File: src/rtl/regfile_pkg.sv
// Shared types and default sizing for the parametrised register file.
package regfile_pkg;
  typedef enum logic {RF_CLEAR, RF_READY} rf_state_t;

  localparam int RF_XLEN  = 32;
  localparam int RF_DEPTH = 32;
  localparam int RF_NREAD = 2;
endpackage

File: src/rtl/regfile_clear_fsm.sv
// Clear engine: sweeps every entry to zero after reset or on clear_req, then flags ready.
module regfile_clear_fsm
  import regfile_pkg::*;
#(
  parameter int DEPTH = RF_DEPTH,
  localparam int AW = $clog2(DEPTH)
) (
  input  logic          clk,
  input  logic          reset,
  input  logic          clear_req,
  output logic          ready,
  output logic          clear_done,
  output logic          clr_we,
  output logic [AW-1:0] clr_addr
);

  rf_state_t     state;
  logic [AW-1:0] clr_idx;
  logic          last;

  assign last = (clr_idx == AW'(DEPTH - 1));

  always_ff @(posedge clk) begin
    if (reset) begin
      state   <= RF_CLEAR;
      clr_idx <= '0;
      ready   <= 1'b0;
    end else begin
      case (state)
        RF_CLEAR: begin
          // Exit before clr_idx would wrap past DEPTH-1.
          if (last) begin
            state   <= RF_READY;
            ready   <= 1'b1;
            clr_idx <= '0;
          end else begin
            clr_idx <= clr_idx + AW'(1);
          end
        end
        RF_READY: begin
          if (clear_req) begin
            state   <= RF_CLEAR;
            ready   <= 1'b0;
            clr_idx <= '0;
          end
        end
        default: begin
          state   <= RF_CLEAR;
          ready   <= 1'b0;
          clr_idx <= '0;
        end
      endcase
    end
  end

  // Pulse marks the cycle whose edge writes the final entry; ready follows one cycle later.
  assign clr_we     = (state == RF_CLEAR) && !reset;
  assign clr_addr   = clr_idx;
  assign clear_done = clr_we && last;

endmodule

File: src/rtl/regfile_mp.sv
// Multi-read-port integer register file with optional write bypass and a sequential clear.
module regfile_mp
  import regfile_pkg::*;
#(
  parameter int XLEN     = RF_XLEN,
  parameter int DEPTH    = RF_DEPTH,
  parameter int NREAD    = RF_NREAD,
  parameter bit BYPASS   = 1'b1,
  parameter bit ZERO_REG = 1'b1,
  localparam int AW = $clog2(DEPTH)
) (
  input  logic                  clk,
  input  logic                  reset,
  input  logic                  clear_req,
  input  logic                  write_en,
  input  logic [AW-1:0]         wa,
  input  logic [XLEN-1:0]       wd,
  input  logic [NREAD*AW-1:0]   ra,
  output logic [NREAD*XLEN-1:0] rd,
  output logic                  ready,
  output logic                  clear_done
);

  logic [XLEN-1:0]             mem [DEPTH];
  logic                        clr_we;
  logic [AW-1:0]               clr_addr;
  logic                        wa_zero;
  logic                        wr_live;
  logic                        wr_commit;
  logic [NREAD-1:0][AW-1:0]    ra_v;
  logic [NREAD-1:0][XLEN-1:0]  rd_v;

  regfile_clear_fsm #(.DEPTH(DEPTH)) u_clear (
    .clk        (clk),
    .reset      (reset),
    .clear_req  (clear_req),
    .ready      (ready),
    .clear_done (clear_done),
    .clr_we     (clr_we),
    .clr_addr   (clr_addr)
  );

  assign wa_zero   = ZERO_REG && (wa == '0);
  assign wr_live   = ready && write_en && !wa_zero;
  // A clear request or reset in the same cycle wins over the port write.
  assign wr_commit = wr_live && !clear_req && !reset;

  always_ff @(posedge clk) begin
    if (clr_we)
      mem[clr_addr] <= '0;
    else if (wr_commit)
      mem[wa] <= wd;
  end

  assign ra_v = ra;
  assign rd   = rd_v;

  for (genvar i = 0; i < NREAD; i++) begin : g_rd
    logic ra_zero;
    logic hit;
    assign ra_zero = ZERO_REG && (ra_v[i] == '0);
    assign hit     = BYPASS && wr_live && (wa == ra_v[i]);
    assign rd_v[i] = (!ready || ra_zero) ? '0 :
                     hit                 ? wd :
                                           mem[ra_v[i]];
  end

endmodule

File: config.mk
export PLATFORM = sky130hd
export DESIGN_NAME = regfile_mp
export DESIGN_NICKNAME = d
export VERILOG_FILES = /design/src/rtl/regfile_pkg.sv /design/src/rtl/regfile_clear_fsm.sv /design/src/rtl/regfile_mp.sv
export SDC_FILE = /design/constraint.sdc
export NUM_CORES = 1
export LEC_CHECK = 0
export ABC_AREA = 0
export CORE_MARGIN = 2
export CORE_UTILIZATION = 60
export DETAILED_ROUTE_END_ITERATION = 7
export PLACE_DENSITY = 0.86
export REMOVE_ABC_BUFFERS = 1
export SLEW_MARGIN = 20
export SYNTH_ARGS = -nofsm -noshare
export SYNTH_HDL_FRONTEND = slang
export SYNTH_HIERARCHICAL = 1
export SYNTH_SLANG_ARGS = --single-unit
File: constraint.sdc
create_clock -name clk -period 6.6 [get_ports clk]
set_input_delay 0.66 -clock clk [delete_from_list [all_inputs] [get_ports clk]]
set_output_delay 0.66 -clock clk [all_outputs]
set_load 0.02 [all_outputs]
* Yosys cells after proc, flatten, opt, wreduce, memory -nomap -nowiden
Memories as Yosys holds them, arrays and structs flattened.
Cells that the tools add are included.
** Storage, ports and cells
- Bits in registers :: 7
- RAM bits :: 1024
- Logic and storage cells :: 51
- Memories kept :: 1
** Memory list
- mem :: words 32, bits a word 32, rd ports 2, clocked after Yosys merged registers in 0, wr ports 1, line regfile_mp.sv:24 : logic [XLEN-1:0] mem [DEPTH];
** Operators by class
- Add/sub/neg operators :: 1
- Equality and inequality tests :: 5
- Mux-type cells :: 21
- Bitwise gates (word level) :: 1
- Reductions and logical operators :: 19
** Operators with widths (number)
- 32-bit two-way mux :: 5
- 32-bit OR reduction :: 1
- 5-bit logical NOT :: 3
- 5-bit two-way mux :: 3
- 5-bit equality test :: 2
- 1-bit two-way mux :: 10
- 5-bit one-hot mux with 2 select lines :: 1
- 1-bit logical AND :: 8
- 5-bit by 1-bit adder with 5-bit output (second input constant) :: 1
- 5-bit equality test (second input constant) :: 1
- 1-bit logical NOT :: 4
- 1-bit one-hot mux with 2 select lines :: 2
- 1-bit logical OR :: 2
- 2-bit by 1-bit != test with 1-bit output (second input constant) :: 1
- 2-bit != test (second input constant) :: 1
- 2-bit AND reduction :: 1
- 1-bit NOT :: 1

* Longest topological paths before layout
- Depth in word-level cells :: 10
- Mapped depth :: 10
- Gate-level depth less buffers :: 6

* By module
The synthesis kept the hierarchy.
** By module, submodules not included
- regfile_mp :: times used 1, cells each 2678, area an instance 48459.0 um^2, sequential area each 30749.5 um^2
- regfile_clear_fsm :: times used 1, cells each 39, area an instance 346.6 um^2, sequential area each 140.1 um^2

* Worst setup path after synthesis
Ideal clock, no wire load.
- Path kind :: input to register
- Start :: input port wa[4]
- End :: memory mem[18][0] in the netlist's numbering (enable)
- Arrival :: 3361 ps
- Data required time :: 6179 ps
- Setup slack :: 2818 ps
- Stages :: 6
- Cells stage by stage :: buf_2 -> or4_4 -> o2111ai_2 -> buf_2 -> a31oi_1 -> nor2_1
** On the way
- Cells in the longest elaborated chain, start to end :: 10
- Elaborated cells between the ends (all ways) :: 11
** RTL lines
- start, declared :: line regfile_mp.sv:16 : input logic [AW-1:0] wa,
- 5-bit logical NOT :: line regfile_mp.sv:43 : assign wa_zero = ZERO_REG && (wa == '0);
- 1-bit logical NOT :: line regfile_mp.sv:44 : assign wr_live = ready && write_en && !wa_zero;
- 1-bit logical AND :: line regfile_mp.sv:44
- 1-bit logical AND (2 in series) :: line regfile_mp.sv:46 : assign wr_commit = wr_live && !clear_req && !reset;
- 1-bit two-way mux :: line regfile_mp.sv:51 : else if (wr_commit)
- 1-bit two-way mux :: line regfile_mp.sv:49 : if (clr_we)
- 1-bit two-way mux (implied by the code) :: line regfile_mp.sv:52 : mem[wa] <= wd;
- 32-bit OR reduction (no source line)
- 5-bit two-way mux (no source line) or 1-bit two-way mux (tied branches)
- end, declared :: line regfile_mp.sv:24
Parallel ways exist; a longest one is shown, timed or not.

* Final worst setup path
- Start :: input port ra[7]
- End :: output port rd[50]
** On the way
- Cells in the longest elaborated chain, start to end :: 4
- Elaborated cells between the ends (all ways) :: 7
** RTL lines
- start, declared :: line regfile_mp.sv:18 : input logic [NREAD*AW-1:0] ra,
- branches (longest 3 deep; another with memory read 32 x 32 bit)
- 32-bit two-way mux (*) :: line regfile_mp.sv:63 : assign rd_v[i] = (!ready || ra_zero) ? '0 :
- end, declared :: line regfile_mp.sv:19 : output logic [NREAD*XLEN-1:0] rd,
Mark *: on every way between the ends.

==> impl_metrics.tcl <==
set metrics [dict create \
    status "complete, no violations" \
    firstDrtPassIters 8 \
    finalSetupTns_ns 0 \
    setup_viol 0 \
    final_common_cell "edfxtp_1" \
    place_hpwl_microns 87600 \
    root_buffer "clkbuf_16" \
    critPathMaxStageDelay_ns 0.95 \
    drv_slew 0 \
    whs_path_depth 2 \
    diodes 0 \
    worstMarginPinSlew_ns 1.26 \
    wl_per_cell_microns 39.7 \
    dp.cells 3759 \
    cts_tree "done" \
    ff2ff_setup_slack_ns 2.35 \
    relSlewSlack_pct 15.9 \
    cts_max_level 3 \
    critPathMaxFanout 60 \
    synth_edf_count 1024 \
    place.gp.congestion 0.886 \
    numCtsBuffers 102 \
    max_freq_mhz 191 \
    slowest_stage "a2111oi_0" \
    nets 2858 \
    synthFlopType "edfxtp_1" \
    n_fill_cell 4644 \
    drive_gt1_share_pct 25.7 \
    cts_hold_buf 0 \
    worstSkewPairLatency_ns 0.69 \
    drt.antenna.violating_nets 0 \
    cp_data_required_time_ns 5.94 \
    viasPerCell 8.12 \
    p_per_area_nw_per_um2 254 \
    layout_common_cells "edfxtp_1 (1024), mux4_2 (379), mux2i_1 (240), nand2_1 (140), clkdlybuf4s50_1 (107)" \
    startpoint "ra[7]" \
    fp.dieW_microns 289 \
    seq_area_frac_synth_pct 63.3 \
    multi_input_area_sq_um 17100 \
    antenna_found_initial 5 \
    grt_pass1_vias 32755 \
    gr-total-overflow 0 \
    cts.sinks 1031 \
    cts_resized 0 \
    ys_warn_count 6 \
    clk_path_buf_depth 3 \
    cap_violations 0 \
    grt_pass1_wl_microns 224000 \
    clkSlewWorstSetupHoldPaths_ns 0.06 \
    core_sq_um 80500 \
    finalHoldViolations 0 \
    grt_max_degree 126 \
    remaining_drc_errors 0 \
    rsz0062_at_grt "no" \
    fin_crit_ns 5.22 \
    min_from "u_clear/clr_addr[4]" \
    crit_type "primary input to primary output" \
    cp-end-kind "primary output" \
    stdcell_count 3945 \
    avgSynthCellArea_sq_um 18.0 \
    leakage_nw 17.9 \
    ys_ff_latch 1031 \
    p_total_mw 13.9 \
    die_y_microns 289 \
    post_cts_buffers 0 \
    ir_worst_vdd_mv 0.248 \
    die_area_sq_um 83600 \
    fin_hold_ws_ns 0.575 \
    ff2ff_path_depth 8 \
    num_vias 32051 \
    area_growth_pct 12.4 \
    syn_inst 2717 \
    syn-cell-area_sq_um 48800 \
    drtIter0Drc 5469 \
    post-route-util_pct 68.1 \
    io_pins 117 \
    grt_usage_pct 37.8 \
    hold_path.class "flop to flop" \
    post-route-period-util_pct 79.1 \
    worstPathCellList "buf_6 > buf_4 > or3b_2 > nor2_1 > a2111oi_0 > o21ai_1 > a32o_1 > clkdlybuf4s50_1" \
    start_util_pct 60.6 \
    io_buffers 116 \
    totalWireLength_microns 157000 \
    start_kind "primary input" \
    skew_ns 0.0299 \
    synthArstFlopShare_pct 0 \
    row_count 104 \
    cp.arrival_ns 4.56 \
    register_area_sq_um 30900 \
    reg2reg_from "u_clear/state" \
    synthDistinctLibCells 59 \
]
==> final timing paths <==
path	endpoint
max reg2reg	mem[25][19]
max	rd[50]
min reg2reg	u_clear/clr_addr[4]
min	u_clear/clr_addr[4]
==> registers in the layout (all words and copies together), names as in the netlist <==
signal            cells
mem                1024
u_clear/clr_addr      5
u_clear/state         1
u_clear/ready         1
==> layout make-up <==
| type | instances | area share, % |
|---|---|---|
| Clock buffer | 127 | 4.94 |
| Clock inverter | 57 | 0.853 |
| Inverter | 4 | 0.0274 |
| Multi-Input combinational cell | 1451 | 31.2 |
| Sequential cell | 1031 | 56.3 |
| Tap cell | 1060 | 2.42 |
| Timing Repair Buffer | 215 | 4.23 |
==> through the flow <==
step | area, sq um | setup slack [ns]
floorplan | 47700 | 2.06
global placement | 51200 | 1.72
detailed placement | 51600 | 1.62
CTS | 54800 | 1.54
global route | 54900 | 1.34
finish | 54900 | 1.38
==> synth_stat cells, drive strengths merged (3+ instances only) <==
library cell	n	area share (%)
mux2	56	1.3
a221o	80	1.6
a32o	32	0.66
nand2b	7	0.090
inv	4	0.031
o21ai	23	0.24
nor2b	11	0.14
nor3	16	0.20
clkbuf	115	0.88
a221oi	64	1.1
nor2	58	0.45
a21oi	55	0.57
nand3	5	0.051
a211oi	10	0.15
buf	116	1.4
xor2	3	0.054
mux4	379	17
xnor2	7	0.13
and2	36	0.46
a22oi	97	1.5
o221ai	36	0.65
nor4	7	0.090
nand2	140	1.1
o21bai	32	0.49
mux2i	240	4.9
dfxtp	7	0.29
a2111oi	6	0.11
nand3b	4	0.062
a31oi	18	0.23
o22ai	10	0.13
edfxtp	1024	63
==> cells by family after synthesis <==
group                      count (synthesis)  synth area share (%)
and+or+nand+nor                          292                  2.75
adders and majority gates                  2                0.0513
buffers and inverters                    235                  2.33
DFF                                     1031                  63.3
AOI/OAI and AO/OA                        472                  7.70
xor gates and xnor gates                  10                 0.179
muxes                                    675                  23.7
==> per-layer routing <==
| layer | track usage, % | wire length [microns] |
|---|---|---|
| met5 | 0 | 111 |
| met2 | 57.0 | 69900 |
| met4 | 22.7 | 12000 |
| met1 | 46.8 | 47000 |
| met3 | 14.7 | 27600 |
==> worst max-delay path, delay by kind of cell <==
family                 cells  cell delay (ns)
AO/OA/AOI/OAI              3             1.47
buffers and inverters      3             1.26
AND/OR/NAND/NOR            2             0.95
==> where the power goes <==
group | switching [mW] | internal (mW)
combinational | 0.639 | 0.446
sequential | 0.0211 | 7.14
clock | 2.51 | 3.17
No activity file was read; power rests on OpenSTA's default activity.
